File: src/rtl/archel_pkg.sv
// archel_pkg: shared constants and state encoding for the register-file poller.
package archel_pkg;
  localparam int NREGS = 16;
  localparam int DW = 16;
  localparam int AW = 4;
  localparam int REGS_W = NREGS * DW;
  localparam int TIMEOUT_DEF = 255;
  localparam int IDLE_GAP_DEF = 1024;
  typedef enum logic [1:0] {IDLE, REQ, RELEASE, GAP} state_e;
endpackage

File: src/rtl/handshake_timer.sv
// handshake_timer: loadable down-counter with clear; expired while the count is zero.
module handshake_timer #(
  parameter int CW = 10
) (
  input  logic          clk_i,
  input  logic          rst_ni,
  input  logic          clear_i,
  input  logic          load_i,
  input  logic [CW-1:0] value_i,
  output logic          expired_o
);
  logic [CW-1:0] cnt_q;
  always_ff @(posedge clk_i or negedge rst_ni)
    if (!rst_ni) cnt_q <= '0;
    else if (clear_i) cnt_q <= '0;
    else if (load_i) cnt_q <= value_i;
    else if (cnt_q != '0) cnt_q <= cnt_q - CW'(1);
  assign expired_o = cnt_q == '0;
endmodule

File: src/rtl/regfile_poller.sv
// regfile_poller: sweeps r0..r15 over a four-phase request/grant handshake
// and publishes only complete sweeps as an atomic snapshot.
module regfile_poller
  import archel_pkg::*;
#(
  parameter int TIMEOUT  = TIMEOUT_DEF,
  parameter int IDLE_GAP = IDLE_GAP_DEF
) (
  input  logic              clk_i,
  input  logic              rst_ni,
  input  logic              en_i,
  output logic              regfile_request_o,
  output logic [AW-1:0]     regfile_ra_o,
  input  logic              regfile_grant_i,
  input  logic [DW-1:0]     regfile_rd_i,
  output logic [REGS_W-1:0] registers_o,
  output logic              snapshot_valid_o,
  output logic [7:0]        sweep_count_o,
  output logic              timeout_err_o,
  output logic              busy_o
);
  localparam int CW = $clog2((TIMEOUT > IDLE_GAP ? TIMEOUT : IDLE_GAP) + 1);
  state_e state_q, state_d;
  logic [AW-1:0] idx_q, idx_d, ra_q;
  logic [NREGS-1:0][DW-1:0] shadow_q;
  logic [REGS_W-1:0] regs_q;
  logic [7:0] sweep_q;
  logic grant_q, req_q, busy_q, snap_q, terr_q;
  logic rise, expired, rel_done, last, commit;
  assign rise = regfile_grant_i & ~grant_q;
  assign rel_done = ~regfile_grant_i | expired;
  assign last = idx_q == AW'(NREGS - 1);
  assign commit = state_q == RELEASE && rel_done && last;
  always_comb begin
    state_d = state_q;
    unique case (state_q)
      IDLE:    state_d = en_i ? REQ : IDLE;
      REQ:     state_d = (rise | expired) ? RELEASE : REQ;
      RELEASE: state_d = !rel_done ? RELEASE : last ? GAP : en_i ? REQ : IDLE;
      GAP:     state_d = expired ? IDLE : GAP;
    endcase
  end
  assign idx_d = (state_q == RELEASE && rel_done) ? ((last || !en_i) ? '0 : idx_q + AW'(1)) : idx_q;
  // Every transition reloads the shared timer; only the GAP count uses the long period.
  handshake_timer #(.CW(CW)) u_timer (
    .clk_i    (clk_i),
    .rst_ni   (rst_ni),
    .clear_i  (state_q == IDLE && state_d == IDLE),
    .load_i   (state_d != state_q),
    .value_i  (state_d == GAP ? CW'(IDLE_GAP - 1) : CW'(TIMEOUT - 1)),
    .expired_o(expired)
  );
  always_ff @(posedge clk_i or negedge rst_ni) begin
    if (!rst_ni) begin
      state_q  <= IDLE;
      idx_q    <= '0;
      ra_q     <= '0;
      grant_q  <= 1'b0;
      req_q    <= 1'b0;
      busy_q   <= 1'b0;
      snap_q   <= 1'b0;
      terr_q   <= 1'b0;
      sweep_q  <= '0;
      shadow_q <= '0;
      regs_q   <= '0;
    end else begin
      state_q <= state_d;
      idx_q   <= idx_d;
      grant_q <= regfile_grant_i;
      req_q   <= state_d == REQ;
      busy_q  <= state_d != IDLE;
      ra_q    <= (state_d == REQ || state_d == RELEASE) ? idx_d : '0;
      snap_q  <= commit;
      if (state_q == REQ && rise) shadow_q[idx_q] <= regfile_rd_i;
      // A capture on the expiry edge wins over the timeout.
      if ((state_q == REQ && !rise && expired) || (state_q == RELEASE && regfile_grant_i && expired))
        terr_q <= 1'b1;
      if (commit) begin
        regs_q  <= shadow_q;
        sweep_q <= sweep_q + 8'd1;
      end
    end
  end
  assign regfile_request_o = req_q;
  assign regfile_ra_o      = ra_q;
  assign registers_o       = regs_q;
  assign snapshot_valid_o  = snap_q;
  assign sweep_count_o     = sweep_q;
  assign timeout_err_o     = terr_q;
  assign busy_o            = busy_q;
endmodule

File: config.mk
export PLATFORM = sky130hd
export DESIGN_NAME = regfile_poller
export DESIGN_NICKNAME = d
export VERILOG_FILES = /design/src/rtl/archel_pkg.sv /design/src/rtl/handshake_timer.sv /design/src/rtl/regfile_poller.sv
export SDC_FILE = /design/constraint.sdc
export NUM_CORES = 1
export LEC_CHECK = 0
export CORE_MARGIN = 4
export CORE_UTILIZATION = 45
export DETAILED_ROUTE_END_ITERATION = 6
export PLACE_DENSITY = 0.7
export SKIP_LAST_GASP = 1
export SYNTH_ARGS = -nofsm -noshare
export SYNTH_HDL_FRONTEND = slang
export SYNTH_SLANG_ARGS = --single-unit
File: constraint.sdc
create_clock -name clk_i -period 3 [get_ports clk_i]
set_clock_uncertainty 0.15 [all_clocks]
set_input_delay 0.3 -clock clk_i [delete_from_list [all_inputs] [get_ports clk_i]]
set_output_delay 0.3 -clock clk_i [all_outputs]
set_load 0.01 [all_outputs]
==> run summary, run 1 <==
GRT Residual Overflow = 0
Synth Area per Inst = 16.1 sq um
Placed instance area = 24700 sq um
Critical R2R Launch = u_timer.cnt_q[1]$_DFFE_PN0P_
Num CTS Buffers = 54
Layout Nets = 1651
CP arrival = 3220 ps
Slew Viols, Final = 0
Slew @ Worst Pin = 1130 ps
Global-route wire length before repair = 76100 microns
Routed wire per std cell = 22.1 microns
P_leak = 13.1 nW
Initial Util = 0.458
VDD IR max = 0.527 mV
GR peak layer = met2
Largest net degree at the start of global routing = 93
Initial antenna violation count = 1
Yosys cell types = 51
Clock Latency Late Sink = 590 ps
Area Overhead vs Synth = 26.4%
H-tree level count = 2
Worst r2r dst = registers_o[39]$_DFFE_PN0P_
Vias after detailed routing = 11800
Final Util = 0.579
CTS Root Cell = clkbuf_16
Post-synth EDFFs = 0
HPWL after DPL = 32700 microns
Synth Warn # = 0
DRT Pass-1 Iters = 4
Crit path launch type = flop
Chip width = 224 microns
GR Util met1 = 0.257
Die H = 224 microns
Met2 usage = 0.325
CP required = 3320 ps
Tightest Hold Check Type = in -> async
Remaining DRCs = 0
Final Hold Violating Endpoints = 0
Synth Flop Type = dfrtp_1
Power Density = 607 nW/um^2
Fmax = 0.344 GHz
Status = complete, no violations
Synthesized flop and latch total = 546
Vias in the first global route = 12600
CTS Buffer Depth = 3
Area of the multi-input gates = 6800 sq um
Core box area = 45700 sq um
Slew margin rel. = 0.246
Fillers = 3617
Placed cell count = 2164
CTS tree = done
R2R depth = 9
Syn nets = 1329
I/O pin count = 292
Share of layout cells above drive strength 1 = 0.396
GRT Total Usage = 0.196
Initial DRC Count = 690
RePlAce Congestion = 0.809
Setup violators final = 0
PortBufs = 291
Reg-to-reg slack, setup = 100 ps
Setup crit end = registers_o[39]$_DFFE_PN0P_
CP Max Fanout = 37
Seq/Total Area, Yosys = 0.653
Non-Filler Instances = 2264
Number of clock sinks = 546
Async set-reset flop share out of synthesis = 1.00
Max cap viols = 0
Final worst slack = 97.1 ps
GR Layer Usage met3 = 0.0553
Rows = 78
Design Area, Final = 26400 sq um
Post-route minimum period = 2900 ps
Crit path from = u_timer.cnt_q[1]$_DFFE_PN0P_
WS Path Type = reg -> reg
Reg clk slew, reported paths = 60 ps
Final WL = 50000 microns
DRT antenna net count = 0
Routed vias/inst = 5.22
Area of the mapped netlist = 20900 sq um
DIE AREA = 50000 sq um
Sequential Area = 13700 sq um
Mapped Cells = 1300
Critical path capture point type = flop
Post-place setup slack = 46.0 ps
Final period util = 0.968
cells by family (layout without fill, tap and decap cells):
| group | after synthesis | after routing | share of synthesized area |
|---|---|---|---|
| flops | 546 | 546 | 0.653 |
| mux | 517 | 517 | 0.278 |
| buf+inv | 89 | 452 | 0.0230 |
| simple gates | 87 | 87 | 0.0230 |
| compound gates | 43 | 43 | 0.0133 |
| fa+ha+maj | 9 | 9 | 0.00539 |
| xor+xnor | 9 | 9 | 0.00377 |
| other cells | 0 | 1 | 0 |
stage by stage:
step	TNS [ps]	total power [W]	hold WS, ps
after floorplan	0	0.00908	-146
after global placement	0	0.00956	163
after detailed placement	0	0.00966	158
after CTS	0	0.0162	118
after global routing	-422	0.0167	156
final	0	0.0161	102
layout by cell type, fill, tap and decap left out, drive strengths merged, types with 2 or more instances in the layout:
cell	instances
or3	2
nand4	2
buf	52
a21oi	14
a22oi	2
nand2b	3
clkinv	14
o21ai	9
and2	4
a31oi	2
mux2	514
o21a	2
a21o	2
nor2b	4
inv	13
nand3b	2
and3	3
nand3	16
xnor2	8
mux2i	3
nand2	23
clkdlybuf4s50	290
or4	6
nor3	7
a22o	2
nor3b	2
nor4	3
o31ai	2
nor2	6
dfrtp	546
ha	9
a211oi	2
clkbuf	81
routing by layer:
metal | part of all wire | vias to the layer above | wire length [microns]
li1 | - | 5256 | -
met5 | 0 | - | 0
met4 | 0.023 | 0 | 1170
met2 | 0.49 | 270 | 24400
met1 | 0.42 | 6212 | 21000
met3 | 0.067 | 69 | 3360
worst min-delay path by stage:
| stage | end | slack (ps) | cells after the start |
|---|---|---|---|
| floorplan | busy_o$_DFF_PN0_ | -150 | 0 |
| global placement | registers_o[8]$_DFFE_PN0P_ | 160 | 1 |
| detailed placement | shadow_q[8]$_DFFE_PN0P_ | 160 | 1 |
| CTS | shadow_q[8]$_DFFE_PN0P_ | 120 | 2 |
| global route | shadow_q[8]$_DFFE_PN0P_ | 160 | 2 |
| finish | shadow_q[8]$_DFFE_PN0P_ | 100 | 2 |
Yosys cell counts (4+ instances only):
cell type | count | area (sq um)
xnor2_1 | 8 | 70.1
and2_1 | 4 | 25.0
nor3_1 | 7 | 35.0
nor2b_1 | 4 | 25.0
o21ai_0 | 9 | 45.0
or4_1 | 5 | 37.5
ha_1 | 9 | 113
nand2_1 | 22 | 82.6
mux2_2 | 514 | 5790
nor2_1 | 6 | 22.5
clkbuf_1 | 47 | 176
buf_4 | 8 | 60.1
nand3_1 | 16 | 80.1
buf_6 | 15 | 169
buf_1 | 4 | 15.0
inv_1 | 11 | 41.3
dfrtp_1 | 546 | 13700
a21oi_1 | 14 | 70.1
where the power goes:
part           switching (W)  internal, W
registers           0.000332      0.00786
logic               0.000708     0.000649
clock network        0.00275      0.00375
state kept, by name (all words and copies together) (netlist names):
| register | flops |
|---|---|
| regfile_ra_o | 4 |
| state_q | 2 |
| snapshot_valid_o | 1 |
| registers_o | 256 |
| timeout_err_o | 1 |
| grant_q | 1 |
| shadow_q | 256 |
| idx_q | 4 |
| regfile_request_o | 1 |
| u_timer.cnt_q | 11 |
| busy_o | 1 |
| sweep_count_o | 8 |
critical path: stages, from the launching register on:
cell and delay, ps:
dfrtp_1 390, inv_1 100, ha_1 200, or3b_2 500
o31ai_4 280, buf_4 240, nand2_8 70, clkinv_2 170
buf_12 260, mux2_2 380
cell type report:
type / count / area share
flip-flops and latches: 546 / 0.517
multi-input cells: 665 / 0.257
repair buffers: 343 / 0.131
clock buffers: 81 / 0.0603
well taps: 600 / 0.0284
clock inverters: 16 / 0.00469
inverters: 12 / 0.00175
diodes: 1 / 0.0000947
timing repair:
action                                  CTS  global route
setup buffers                             0             1
gates resized for setup                   0             5
hold endpoints to repair                 96             0
hold buffers                              1             0
endpoints found under the setup margin    0            86
(Power assumes the default switching activity.)
==> inputs of run 2 (changes only) <==
clock period = 2.3 ns   (was 3 ns; I/O delays follow)
==> run 2 against run 1 <==
Effect of this change: core utilization is 3.3 points higher; worst hold slack worse by 58 ps; the run now ends with negative setup slack left; sequential power grew 29%; largest power group unchanged; largest cell class unchanged; final area grew 5.6%; clock power is 36% higher.
==> run summary, run 2 (synthesis results as in run 1) <==
Status = finished with violations (was complete, no violations)
Failing checks = negative setup slack
Sequential Area = 13700 sq um (unchanged)
RSZ-0062 raised after global routing = yes
H-tree level count = 2 (unchanged)
Rows = 78 (unchanged)
Placed instance area = 25600 sq um (was 24700 sq um)
Crit path launch type = flop (unchanged)
Remaining DRCs = 0 (unchanged)
Num CTS Buffers = 55 (was 54)
Final Hold Violating Endpoints = 0 (unchanged)
Setup violators final = 274 (was 0)
Reg-to-reg slack, setup = -380 ps (was 100 ps)
Commonest non-fill, non-tap cells in the layout = 546 x dfrtp_1, 444 x mux2_2, 290 x clkdlybuf4s50_1, 76 x buf_4, 70 x mux2_4 (was 546 x dfrtp_1, 514 x mux2_2, 290 x clkdlybuf4s50_1, 55 x clkbuf_16, 39 x buf_4)
Slew margin rel. = 0.611 (was 0.246)
I/O pin count = 292 (unchanged)
Number of clock sinks = 546 (unchanged)
Met2 routed WL = 25100 microns (was 24400 microns)
Share of layout cells above drive strength 1 = 0.432 (was 0.396)
WS Path Type = reg -> reg (unchanged)
R2R depth = 7 (was 9)
Worst r2r dst = registers_o[222]$_DFFE_PN0P_ (was registers_o[39]$_DFFE_PN0P_)
GRT Residual Overflow = 0 (unchanged)
Largest net degree at the start of global routing = 103 (was 93)
Routed wire per std cell = 22.3 microns (was 22.1 microns)
RePlAce Congestion = 0.805 (was 0.809)
Vias after detailed routing = 12200 (was 11800)
Initial antenna violation count = 1 (unchanged)
PortBufs = 291 (unchanged)
Global-route wire length before repair = 78900 microns (was 76100 microns)
Core box area = 45700 sq um (unchanged)
Tightest Hold Check Type = in -> async (unchanged)
VDD IR max = 0.634 mV (was 0.527 mV)
Metal-1 WL = 22700 microns (was 21000 microns)
Fmax = 0.373 GHz (was 0.344 GHz)
Final worst slack = -379 ps (was 97.1 ps)
Area Overhead vs Synth = 33.5% (was 26.4%)
CTS Root Cell = clkbuf_16 (unchanged)
Die H = 224 microns (unchanged)
GRT Total Usage = 0.202 (was 0.196)
Top layer reached by signal wires = met4 (unchanged)
CP required = 2620 ps (was 3320 ps)
Critical path capture point type = flop (unchanged)
Clock Latency Late Sink = 600 ps (was 590 ps)
Fillers = 3449 (was 3617)
Max cap viols = 0 (unchanged)
Layout Nets = 1723 (was 1651)
CTS Buffer Depth = 3 (unchanged)
P_leak = 13.8 nW (was 13.1 nW)
Placed cell count = 2216 (was 2164)
Slew Viols, Final = 0 (unchanged)
Reg clk slew, reported paths = 60 ps (about the same)
HPWL after DPL = 33600 microns (was 32700 microns)
Post-route minimum period = 2680 ps (was 2900 ps)
CP arrival = 3000 ps (was 3220 ps)
Slew @ Worst Pin = 578 ps (was 1130 ps)
Chip width = 224 microns (unchanged)
Met3 WL post-DR = 3520 microns (was 3360 microns)
DIE AREA = 50000 sq um (unchanged)
CP Max Fanout = 69 (was 37)
Power Density = 784 nW/um^2 (was 607 nW/um^2)
Vias in the first global route = 13100 (was 12600)
Routed vias/inst = 5.22 (about the same)
Final WL = 52100 microns (was 50000 microns)
Inserted Diodes = 0 (was 1)
CTS tree = done (unchanged)
Area of the multi-input gates = 7160 sq um (was 6800 sq um)
Final period util = 1.16 (was 0.968)
Initial DRC Count = 637 (was 690)
DRT antenna net count = 0 (unchanged)
Non-Filler Instances = 2337 (was 2264)
Design Area, Final = 27900 sq um (was 26400 sq um)
Initial Util = 0.458 (unchanged)
Critical R2R Launch = u_timer.cnt_q[7]$_DFFE_PN0P_ (was u_timer.cnt_q[1]$_DFFE_PN0P_)
Commonest non-fill, non-tap cell in the layout = dfrtp_1 (unchanged)
DRT Pass-1 Iters = 5 (was 4)
[run 2: layout make-up]
type / instances / area share
Tap cell: 600 / 0.0269
Sequential cell: 546 / 0.489
Timing Repair Buffer: 414 / 0.160
Clock buffer: 84 / 0.0597
Multi-Input combinational cell: 665 / 0.257
Clock inverter: 16 / 0.00524
Inverter: 12 / 0.00255
[run 2: per-stage QoR]
| stage | hold WS (ps) | worst slack [ps] | util | TNS (ps) | power [W] |
|---|---|---|---|---|---|
| after global placement | 70.5 | -257 | 0.561 | -54490 | 0.0129 |
| after global routing | 89.9 | -390 | 0.611 | -86580 | 0.0228 |
| final | 43.3 | -379 | 0.611 | -78270 | 0.0219 |
| after floorplan | -216 | -433 | - | -17290 | 0.0119 |
| after detailed placement | 71.9 | -352 | 0.561 | -77840 | 0.0131 |
| after CTS | 50.6 | -364 | 0.601 | -73870 | 0.0220 |
[run 2: worst max path at each step]
| stage | startpoint | to | slack [ps] | depth (start not counted) |
|---|---|---|---|---|
| 3_3_place_gp | u_timer.cnt_q[0]$_DFFE_PN0P_ | u_timer.cnt_q[0]$_DFFE_PN0P_ | -260 | 11 |
| 5_1_grt | u_timer.cnt_q[1]$_DFFE_PN0P_ | registers_o[204]$_DFFE_PN0P_ | -390 | 9 |
| 3_5_place_dp | u_timer.cnt_q[0]$_DFFE_PN0P_ | u_timer.cnt_q[10]$_DFFE_PN0P_ | -350 | 10 |
| 6_report | u_timer.cnt_q[7]$_DFFE_PN0P_ | registers_o[222]$_DFFE_PN0P_ | -380 | 7 |
| 4_1_cts | u_timer.cnt_q[0]$_DFFE_PN0P_ | u_timer.cnt_q[10]$_DFFE_PN0P_ | -360 | 10 |
| 2_1_floorplan | u_timer.cnt_q[0]$_DFFE_PN0P_ | u_timer.cnt_q[10]$_DFFE_PN0P_ | -430 | 12 |
[run 2: what timing repair did]
item	in CTS	in global routing
pin swaps	5	4
endpoints found under the hold margin	546	0
setup endpoints to repair	273	277
buffers inserted	3	4
hold buffers	1	0
resized for setup	4	31
cloned	0	13
[run 2: critical path, stage by stage, from the launching register on]
cell	delay [ps]
dfrtp_1	400
or4_4	580
o31ai_4	330
buf_4	170
buf_6	100
nand2_8	120
buf_12	230
mux2_2	350
[run 2: where the power goes]
| part | switching [W] | internal [W] | total [W] |
|---|---|---|---|
| registers | 0.000370 | 0.0103 | 0.0106 |
| logic | 0.00120 | 0.00124 | 0.00243 |
| clock network | 0.00363 | 0.00521 | 0.00883 |
[run 2: routing by layer]
metal,vias to the layer above,track usage
li1,5411,-
met1,6435,0.275
met2,289,0.324
met3,59,0.0607
met4,0,0.0465
met5,-,0
==> inputs of run 3 (changes only) <==
GPL_ROUTABILITY_DRIVEN = 0   (was not set)
==> results of run 3 <==
Final layout, timing and power as in run 2 (identical DEF).
